**config.mk**
```make
export PLATFORM = sky130hd
export DESIGN_NAME = lat_tester_ctrl_flat
export DESIGN_NICKNAME = d
export VERILOG_FILES = /design/src/rtl/lat_tester_ctrl_if.sv /design/src/rtl/lat_tester_ctrl.sv /design/src/flat_wrapper.sv
export SDC_FILE = /design/constraint.sdc
export NUM_CORES = 1
export LEC_CHECK = 0
export ABC_AREA = 1
export CAP_MARGIN = 20
export CORE_MARGIN = 2
export CORE_UTILIZATION = 55
export CTS_CLUSTER_SIZE = 25
export DETAILED_ROUTE_END_ITERATION = 16
export HOLD_SLACK_MARGIN = 0.02
export PLACE_DENSITY = 0.78
export SLEW_MARGIN = 40
export SYNTH_ARGS = -nofsm -noshare
export SYNTH_HDL_FRONTEND = slang
export SYNTH_SLANG_ARGS = --single-unit
```
**constraint.sdc**
```tcl
create_clock -name clk27 -period 3.1 [get_ports clk27]
set_clock_uncertainty 0.05 [all_clocks]
set_input_delay 0.465 -clock clk27 [delete_from_list [all_inputs] [get_ports clk27]]
set_output_delay 0.465 -clock clk27 [all_outputs]
set_load 0.01 [all_outputs]
```
**src/rtl/lat_tester_ctrl_if.sv**
```systemverilog
// Bundle of the controller's measurement-side signals: requests and sensing
// inputs from the host/video side, status and result outputs back to them.
interface lat_tester_ctrl_if #(
  parameter int CNT_WIDTH = 24
);

  logic                 start;
  logic                 vsync_in;
  logic                 sensor_in;
  logic                 lt_active;
  logic                 busy;
  logic [CNT_WIDTH-1:0] result;
  logic                 result_valid;
  logic                 timeout;

  // Host/environment side: drives the request, VSYNC and photodiode level
  modport master (
    output start, vsync_in, sensor_in,
    input  lt_active, busy, result, result_valid, timeout
  );

  // Controller side
  modport slave (
    input  start, vsync_in, sensor_in,
    output lt_active, busy, result, result_valid, timeout
  );

endinterface

```
**src/rtl/lat_tester_ctrl.sv**
```systemverilog
// Display latency measurement controller. Waits for a VSYNC falling edge,
// raises lt_active so the video generator draws the test patch, then counts
// pixel-clock cycles until the filtered photodiode reports bright.
module lat_tester_ctrl #(
  parameter int                   CNT_WIDTH   = 24,
  parameter logic [CNT_WIDTH-1:0] TIMEOUT     = 24'd2700000,
  parameter int                   SENSOR_FILT = 8
) (
  input  logic                 clk27,
  input  logic                 reset_n,
  lat_tester_ctrl_if.slave     bus
);

  typedef enum logic [1:0] {
    IDLE,
    ARM,
    MEASURE,
    DONE
  } state_t;

  localparam logic [3:0]           FILT_LAST  = 4'(SENSOR_FILT - 1);
  localparam logic [CNT_WIDTH-1:0] CNT_LAST   = TIMEOUT - 1'b1;

  state_t               state_q;
  logic                 s1_q;
  logic                 s2_q;
  logic                 sensorFilt_q;
  logic [3:0]           filtCnt_q;
  logic                 vs_q;
  logic                 vsFall;
  logic [CNT_WIDTH-1:0] cnt_q;
  logic                 ltActive_q;
  logic                 busy_q;
  logic [CNT_WIDTH-1:0] result_q;
  logic                 resultValid_q;
  logic                 timeout_q;

  // VSYNC is active-low, so the start of a frame is its falling edge
  assign vsFall = vs_q & ~bus.vsync_in;

  // Synchronize the photodiode, debounce it, and keep a one-cycle VSYNC history
  always_ff @(posedge clk27) begin
    if (!reset_n) begin
      s1_q         <= 1'b0;
      s2_q         <= 1'b0;
      sensorFilt_q <= 1'b0;
      filtCnt_q    <= '0;
      vs_q         <= 1'b1;
    end else begin
      s1_q <= bus.sensor_in;
      s2_q <= s1_q;
      vs_q <= bus.vsync_in;
      if (s2_q == sensorFilt_q) begin
        filtCnt_q <= '0;
      end else if (filtCnt_q == FILT_LAST) begin
        sensorFilt_q <= s2_q;
        filtCnt_q    <= '0;
      end else begin
        filtCnt_q <= filtCnt_q + 4'd1;
      end
    end
  end

  // Measurement sequencer with registered status and result outputs
  always_ff @(posedge clk27) begin
    if (!reset_n) begin
      state_q       <= IDLE;
      cnt_q         <= '0;
      ltActive_q    <= 1'b0;
      busy_q        <= 1'b0;
      result_q      <= '0;
      resultValid_q <= 1'b0;
      timeout_q     <= 1'b0;
    end else begin
      case (state_q)
        IDLE: begin
          ltActive_q <= 1'b0;
          // A bright screen would fake an instant detection, so refuse to arm
          if (bus.start && !sensorFilt_q) begin
            state_q       <= ARM;
            busy_q        <= 1'b1;
            resultValid_q <= 1'b0;
            timeout_q     <= 1'b0;
          end
        end
        ARM: begin
          if (vsFall) begin
            state_q    <= MEASURE;
            cnt_q      <= '0;
            ltActive_q <= 1'b1;
          end
        end
        MEASURE: begin
          cnt_q <= cnt_q + 1'b1;
          if (sensorFilt_q) begin
            result_q      <= cnt_q;
            resultValid_q <= 1'b1;
            busy_q        <= 1'b0;
            state_q       <= DONE;
          end else if (cnt_q == CNT_LAST) begin
            result_q  <= TIMEOUT;
            timeout_q <= 1'b1;
            busy_q    <= 1'b0;
            state_q   <= DONE;
          end
        end
        DONE: begin
          ltActive_q <= 1'b0;
          busy_q     <= 1'b0;
          // Only a released request on a dark screen re-enables the next test
          if (!bus.start && !sensorFilt_q) begin
            state_q <= IDLE;
          end
        end
        default: begin
          state_q <= IDLE;
        end
      endcase
    end
  end

  assign bus.lt_active    = ltActive_q;
  assign bus.busy         = busy_q;
  assign bus.result       = result_q;
  assign bus.result_valid = resultValid_q;
  assign bus.timeout      = timeout_q;

endmodule
```
**src/flat_wrapper.sv**
```systemverilog
// flat-port wrapper written by rule: the top's interface ports become plain ports
module lat_tester_ctrl_flat 
#(
  parameter int                   CNT_WIDTH   = 24,
  parameter logic [CNT_WIDTH-1:0] TIMEOUT     = 24'd2700000,
  parameter int                   SENSOR_FILT = 8
)
  (clk27, reset_n, bus_start, bus_vsync_in, bus_sensor_in, bus_lt_active, bus_busy, bus_result, bus_result_valid, bus_timeout);
  lat_tester_ctrl_if #(.CNT_WIDTH(CNT_WIDTH)) bus_i ();
  input  logic clk27;
  input  logic reset_n;
  input wire logic [$bits(bus_i.start)-1:0] bus_start;
  input wire logic [$bits(bus_i.vsync_in)-1:0] bus_vsync_in;
  input wire logic [$bits(bus_i.sensor_in)-1:0] bus_sensor_in;
  output wire logic [$bits(bus_i.lt_active)-1:0] bus_lt_active;
  output wire logic [$bits(bus_i.busy)-1:0] bus_busy;
  output wire logic [$bits(bus_i.result)-1:0] bus_result;
  output wire logic [$bits(bus_i.result_valid)-1:0] bus_result_valid;
  output wire logic [$bits(bus_i.timeout)-1:0] bus_timeout;
  assign bus_i.start = bus_start;
  assign bus_i.vsync_in = bus_vsync_in;
  assign bus_i.sensor_in = bus_sensor_in;
  assign bus_lt_active = bus_i.lt_active;
  assign bus_busy = bus_i.busy;
  assign bus_result = bus_i.result;
  assign bus_result_valid = bus_i.result_valid;
  assign bus_timeout = bus_i.timeout;
  lat_tester_ctrl #(.CNT_WIDTH(CNT_WIDTH), .TIMEOUT(TIMEOUT), .SENSOR_FILT(SENSOR_FILT)) u_core (.clk27(clk27), .reset_n(reset_n), .bus(bus_i));
endmodule
```
==> metrics.log, run 1 <==
INFO  metric wl_per_cell = 12.1 um
INFO  metric hold_path_class = reg -> reg
INFO  metric path_class = reg -> reg
INFO  metric track_usage = 22.8%
INFO  metric dr.pass1.iters = 5
INFO  metric cp-start-kind = flop
INFO  metric highest_cell_delay_on_the_worst_timing_path = 0.35 ns
INFO  metric synthFlopType = sky130_fd_sc_hd__dfxtp_1
INFO  metric area_delta_synth_final = 20.0%
INFO  metric cts-resized-gates = 0
INFO  metric synthTopCellsByCount = sky130_fd_sc_hd__nand2_1, sky130_fd_sc_hd__nor2_1, sky130_fd_sc_hd__dfxtp_1, sky130_fd_sc_hd__inv_1, sky130_fd_sc_hd__a21oi_1
INFO  metric synth-edff-count = 0
INFO  metric critical_path.cell_chain = inv_1 > ha_1 > inv_2 > o21ai_4 > nand2_1 > nand2_2 > inv_2 > o21ai_2 > nand2_1 > o21ai_0 > inv_1
INFO  metric cts_num_sinks = 62
INFO  metric worst_ep_arrival_time = 2.35 ns
INFO  metric num_rows = 26
INFO  metric holdBufCountCts = 0
INFO  metric regToRegSetupSlack = 0.93 ns
INFO  metric floorplan.die_area = 5810 um2
INFO  metric postSynthRegisterBits = 62
INFO  metric maxCapViolCount = 0
INFO  metric placeableCoreArea = 5070 um2
INFO  metric vdd_ir_drop_max = 0.382 mV
INFO  metric die_x = 76.3 um
INFO  metric path_delay_family = compound AO/OA/AOI/OAI gates
INFO  metric timing.final.crit_share = 69.9%
INFO  metric relSlewSlack = 66.9%
INFO  metric pwr-share-comb = 18.2%
INFO  metric via_total_after_detailed_routing = 2639
INFO  metric clock_tree.buffer_depth = 2
INFO  metric grt_antenna_before_repair = 0
INFO  metric share_seq_of_total_power = 43.9%
INFO  metric tritoncts.num_buffers = 9
INFO  metric whs_endpoint = u_core.s2_q
INFO  metric worst_setup_path_end_kind = flop
INFO  metric synth_top_cells_by_area = sky130_fd_sc_hd__dfxtp_1, sky130_fd_sc_hd__nand2_1, sky130_fd_sc_hd__nor2_1
INFO  metric portBuffers = 32
INFO  metric critPathSlowestCell = sky130_fd_sc_hd__ha_1
INFO  metric clock-root-buffer = sky130_fd_sc_hd__clkbuf_8
INFO  metric global_route_wire_length_before_repair = 10.6 mm
INFO  metric drt.antenna.violating_nets = 0
INFO  metric final-hold-violation-count = 0
INFO  metric achievable-frequency = 462 MHz
INFO  metric floorplan.initialDensity = 56.6%
INFO  metric grt_overflow = 0
INFO  metric power_frac_clock = 37.9%
INFO  metric power_switching_share = 28.7%
INFO  metric period_needed = 2.17 ns
INFO  metric drc_errors = 0
INFO  metric clk-insertion-delay-late = 0.35 ns
INFO  metric net_switching_power = 0.557 mW
INFO  metric outcome = completed
INFO  metric place.gp.congestion = 0.914
INFO  metric max_transition_viols_final = 0
INFO  metric power-per-cell-area = 562 nW/um2
INFO  metric syn_area_per_cell = 7.06 um2
INFO  metric die_h = 76.3 um
INFO  metric timing.critical_path.fanout_max = 18
INFO  metric layout-drive-gt1-share = 7.17%
INFO  metric placedInstanceArea = 3240 um2
INFO  metric unrepaired_setup_endpoints_after_global_routing = no
INFO  metric post_synth_arst_share = 0%
INFO  metric post_synth_inst_count = 407
INFO  metric top_level_ports = 33
INFO  metric cts_htree_levels = 3
INFO  metric grt_pass1_vias = 2393
INFO  metric postLayoutCellArea = 3450 um2
INFO  metric worst_margin_pin_slew = 0.491 ns
INFO  metric tritoncts = built
INFO  metric synth_seq_area_share = 43.2%
INFO  metric ys_types = 33
INFO  metric timing.critical_path.buf_inv = 4
INFO  metric routed_wl = 6.25 mm
INFO  metric synth_warnings = 0
INFO  metric postCtsSetupRepairBufs = 0
INFO  metric crit-reg2reg-launch = u_core.state_q[0]
INFO  metric detail_route.iter0.violations = 169
INFO  metric yosys.area.top_type_share = 43.2%
INFO  metric p_int = 1.38 mW
INFO  metric whs_path_depth = 2
INFO  metric design.final.nets = 454
INFO  metric synth_most_common_cell = sky130_fd_sc_hd__nand2_1
INFO  metric fillers = 491
INFO  metric setup-violations-final = 0
INFO  metric totalNegativeSetupSlack = 0 ns
INFO  metric synth_area = 2870 um2
INFO  metric worst-path-stages = 11
INFO  metric syn_nets = 419
INFO  metric synth.largest_area_cell = sky130_fd_sc_hd__dfxtp_1
INFO  metric dp.final_hpwl = 4.51 mm
INFO  metric r2r-end = u_core.cnt_q[9]
INFO  metric leakagePower = 1.44 nW
INFO  metric worst_r2r_path_depth = 11
INFO  metric grt_start_max_net_pins = 29
INFO  metric holdCritStartpoint = u_core.s1_q
INFO  metric required = 3.29 ns
INFO  metric antenna-diode-count = 0
INFO  metric drt-vias-per-instance = 5.11
INFO  metric clk_transition_reported_paths = 0.07 ns
INFO  metric report.power.total = 1.94 mW
==> worst max path at each step <==
stage	from	to	slack (ns)
after floorplan	u_core.state_q[0]	u_core.cnt_q[18]	1.42
final	u_core.state_q[0]	u_core.cnt_q[9]	0.93
after global routing	u_core.state_q[0]	u_core.cnt_q[9]	0.72
after global placement	bus_vsync_in	u_core.cnt_q[8]	1.04
after CTS	u_core.state_q[0]	u_core.cnt_q[9]	0.98
after detailed placement	bus_vsync_in	u_core.cnt_q[8]	0.95
==> placed cells by master (no fill, tap or decap), types with 2 or more instances in the layout <==
cell type / instances
sky130_fd_sc_hd__clkdlybuf4s50_1: 32
sky130_fd_sc_hd__a21oi_1: 40
sky130_fd_sc_hd__nor3_1: 4
sky130_fd_sc_hd__nand3_2: 2
sky130_fd_sc_hd__nor2_4: 2
sky130_fd_sc_hd__inv_1: 53
sky130_fd_sc_hd__dfxtp_1: 62
sky130_fd_sc_hd__nor3b_1: 2
sky130_fd_sc_hd__o21ai_0: 21
sky130_fd_sc_hd__nand2_2: 2
sky130_fd_sc_hd__inv_2: 5
sky130_fd_sc_hd__clkbuf_8: 12
sky130_fd_sc_hd__nand2_1: 83
sky130_fd_sc_hd__nor2_1: 63
sky130_fd_sc_hd__o21a_1: 2
sky130_fd_sc_hd__nand4_1: 7
sky130_fd_sc_hd__ha_1: 7
sky130_fd_sc_hd__nand3_1: 31
==> through the flow <==
stage	instances	utilization [%]	setup WS (ns)	hold slack [ns]
floorplan	407	-	1.42	0.340
global placement	501	63.8	1.04	0.350
detailed placement	501	63.8	0.947	0.355
CTS	516	67.9	0.976	0.371
global route	516	67.9	0.719	0.390
finish	516	67.9	0.935	0.365
==> worst reg2reg max path: stages (launching register included) <==
cell                      delay, ns
sky130_fd_sc_hd__dfxtp_1       0.34
sky130_fd_sc_hd__inv_1         0.11
sky130_fd_sc_hd__ha_1          0.35
sky130_fd_sc_hd__inv_2         0.14
sky130_fd_sc_hd__o21ai_4       0.33
sky130_fd_sc_hd__nand2_1       0.11
sky130_fd_sc_hd__nand2_2       0.13
sky130_fd_sc_hd__inv_2         0.16
sky130_fd_sc_hd__o21ai_2       0.12
sky130_fd_sc_hd__nand2_1       0.07
sky130_fd_sc_hd__o21ai_0       0.10
sky130_fd_sc_hd__inv_1         0.06
==> power groups by stage <==
stage                     registers [mW]  clock network (mW)  logic (mW)
after global routing               0.855               0.789       0.395
after detailed placement           0.867                   0       0.346
after global placement             0.866                   0       0.340
after floorplan                    0.868                   0       0.274
after CTS                          0.850               0.750       0.348
final                              0.850               0.734       0.353
==> logic make-up (layout without fill, tap and decap cells) <==
kind of cell             count (synthesis)  count (layout)  synth area share (%)
AND/OR/NAND/NOR                        201             201                  31.0
AO/OA/AOI/OAI                           69              69                  13.1
buffers and inverters                   67             106                  9.28
flip-flops                              62              62                  43.2
adder cells (fa/ha/maj)                  7               7                  3.05
XOR/XNOR                                 1               1                 0.305
==> area by class of cell <==
type	instances	area (um2)	area share, %
Inverter	58	218	6.32
Clock inverter	3	42.5	1.23
Sequential cell	62	1240	36.0
Multi-Input combinational cell	278	1360	39.6
Tap cell	70	87.6	2.54
Timing Repair Buffer	33	328	9.51
Clock buffer	12	165	4.79
==> flip-flops by register name (all words and copies together) (netlist names) <==
| signal | count |
|---|---|
| u_core.bus.busy | 1 |
| u_core.bus.lt_active | 1 |
| u_core.bus.result | 24 |
| u_core.bus.result_valid | 1 |
| u_core.bus.timeout | 1 |
| u_core.cnt_q | 24 |
| u_core.filtCnt_q | 4 |
| u_core.s1_q | 1 |
| u_core.s2_q | 1 |
| u_core.sensorFilt_q | 1 |
| u_core.state_q | 2 |
| u_core.vs_q | 1 |
==> layer usage <==
metal	up-vias	global-route usage, %	share of wire, %
met3	10	7.70	5.2
li1	1375	-	-
met1	1184	28.7	48
met2	70	36.6	45
met5	-	0	0
met4	0	8.00	1.8
(Power assumes the default switching activity.)
==> run 2, diff against run 1 <==
Clock period 3.1 ns to 2.05 ns, I/O delays scaled along.
==> metrics.log, run 2 (synthesized netlist as in run 1, its figures left out) <==
INFO  metric detail_route.wirelength.met1 = 3.09 mm
INFO  metric worst_margin_pin_slew = 0.487 ns
INFO  metric design.final.nets = 460
INFO  metric clk_transition_reported_paths = 0.06 ns
INFO  metric vdd_ir_drop_max = 0.615 mV
INFO  metric grt_overflow = 0
INFO  metric setup_slack = 0.125 ns
INFO  metric num_rows = 26
INFO  metric achievable-frequency = 520 MHz
INFO  metric max_transition_viols_final = 0
INFO  metric relSlewSlack = 67.5%
INFO  metric layout-drive-gt1-share = 8.63%
INFO  metric grt_antenna_before_repair = 0
INFO  metric floorplan.initialDensity = 56.6%
INFO  metric die_x = 76.3 um
INFO  metric multi_input_area = 1370 um2
INFO  metric clock_tree.buffer_depth = 2
INFO  metric worst_r2r_path_depth = 11
INFO  metric maxCapViolCount = 0
INFO  metric drc_errors = 0
INFO  metric worst_ep_arrival_time = 2.11 ns
INFO  metric pre_cts_setup_slack = 0.123 ns
INFO  metric whs_path_depth = 2
INFO  metric drt-vias-per-instance = 5.15
INFO  metric holdCritStartpoint = u_core.s1_q
INFO  metric hold_path_class = reg -> reg
INFO  metric tritoncts = built
INFO  metric drt.antenna.violating_nets = 0
INFO  metric via_total_after_detailed_routing = 2687
INFO  metric clock-root-buffer = sky130_fd_sc_hd__clkbuf_8
INFO  metric required = 2.24 ns
INFO  metric final-hold-violation-count = 0
INFO  metric fillers = 448
INFO  metric path_class = reg -> reg
INFO  metric crit-reg2reg-launch = u_core.state_q[0]
INFO  metric r2r-end = u_core.cnt_q[11]
INFO  metric top_level_ports = 33
INFO  metric met3_wirelength = 309 um
INFO  metric met2RoutedLength = 3.00 mm
INFO  metric track_usage = 24.2%
INFO  metric worstSetupStartpoint = u_core.state_q[0]
INFO  metric floorplan.die_area = 5810 um2
INFO  metric dp.final_hpwl = 4.64 mm
INFO  metric placeableCoreArea = 5070 um2
INFO  metric placedInstanceArea = 3280 um2
INFO  metric tritoncts.num_buffers = 9
INFO  metric most-common-layout-cells = sky130_fd_sc_hd__nand2_1, sky130_fd_sc_hd__nor2_1, sky130_fd_sc_hd__dfxtp_1
INFO  metric unrepaired_setup_endpoints_after_global_routing = yes
INFO  metric period_needed = 1.92 ns
INFO  metric cp-start-kind = flop
INFO  metric worst_setup_path_end_kind = flop
INFO  metric timing.final.crit_share = 93.9%
INFO  metric antenna-diode-count = 0
INFO  metric detail_route.iter0.violations = 213
INFO  metric maxUsedRoutingLayer = met4
INFO  metric power-per-cell-area = 876 nW/um2
INFO  metric timing.critical_path.fanout_max = 18
INFO  metric regToRegSetupSlack = 0.13 ns
INFO  metric place.gp.congestion = 0.921
INFO  metric leakagePower = 1.48 nW
INFO  metric grt_start_max_net_pins = 29
INFO  metric die_h = 76.3 um
INFO  metric setup-violations-final = 0
INFO  metric area.sequential = 1240 um2
INFO  metric global_route_wire_length_before_repair = 11.2 mm
INFO  metric area_delta_synth_final = 22.1%
INFO  metric portBuffers = 32
INFO  metric postLayoutCellArea = 3510 um2
INFO  metric grt_pass1_vias = 2443
INFO  metric clk-insertion-delay-late = 0.35 ns
INFO  metric routed_wl = 6.57 mm
INFO  metric cts_num_sinks = 62
INFO  metric dr.pass1.iters = 4
INFO  metric wl_per_cell = 12.6 um
INFO  metric whs_endpoint = u_core.s2_q
INFO  metric report.power.total = 3.07 mW
INFO  metric outcome = completed
INFO  metric cts_htree_levels = 3
INFO  metric leading_cell_type_in_the_layout_fill_and_taps_excluded = sky130_fd_sc_hd__nand2_1
==> run 2: cell types whose count changed in the layout (fill, tap and decap cells not counted), sizes merged <==
cell and delta:
buf +6, clkinv +1, clkinvlp -1, bufinv +1
clkbuf -1
==> run 2: worst max-delay path, cell delays in order, from the launching register on <==
cell	delay [ns]
sky130_fd_sc_hd__dfxtp_1	0.34
sky130_fd_sc_hd__inv_1	0.11
sky130_fd_sc_hd__ha_1	0.19
sky130_fd_sc_hd__inv_2	0.09
sky130_fd_sc_hd__o21ai_4	0.30
sky130_fd_sc_hd__nand2_1	0.11
sky130_fd_sc_hd__nand2_2	0.13
sky130_fd_sc_hd__inv_2	0.16
sky130_fd_sc_hd__o21ai_2	0.12
sky130_fd_sc_hd__nand3_1	0.09
sky130_fd_sc_hd__nand2_1	0.08
sky130_fd_sc_hd__inv_1	0.04
==> run 2: through the flow <==
stage               hold WS (ns)  util (%)  setup TNS (ns)  std cells
CTS                        0.366      68.9               0        521
detailed placement         0.349      64.5               0        506
global placement           0.342      64.5               0        506
floorplan                  0.340         -               0        407
finish                     0.364      69.1               0        522
global route               0.427      69.1         -0.0211        522
==> run 2: layout make-up <==
class / instances / share of cell area, %
flip-flops and latches: 62 / 35.4
clock buffers: 11 / 4.32
multi-input cells: 278 / 39.0
inverters: 58 / 6.21
well taps: 70 / 2.50
repair buffers: 39 / 10.6
clock inverters: 4 / 2.00
==> run 2: worst max path at each step <==
stage / endpoint / slack [ns] / cells past startpoint
floorplan: u_core.cnt_q[18] / 0.37 / 11
global placement: u_core.cnt_q[8] / 0.16 / 9
CTS: u_core.cnt_q[8] / 0.11 / 8
global route: u_core.cnt_q[9] / -0.02 / 11
finish: u_core.cnt_q[11] / 0.13 / 11
detailed placement: u_core.cnt_q[11] / 0.12 / 11
==> run 2: routing by layer <==
layer	up-vias	GRT usage, %
met1	1215	31.3
li1	1387	-
met4	0	12.7
met5	-	0
met3	14	4.38
met2	71	38.5
==> run 2: repair_timing <==
action | 4_1_cts | 5_1_grt
setup buffers | 0 | 1
gates resized for setup | 0 | 2
hold buffers | 0 | 0
endpoints found under the setup margin | 0 | 6
==> run 2: where the power goes <==
group          leakage [nW]  internal [mW]  total [mW]  switching [mW]
clock                 0.115          0.740        1.21           0.467
sequential            0.501           1.25        1.28          0.0342
combinational         0.861          0.213       0.584           0.370
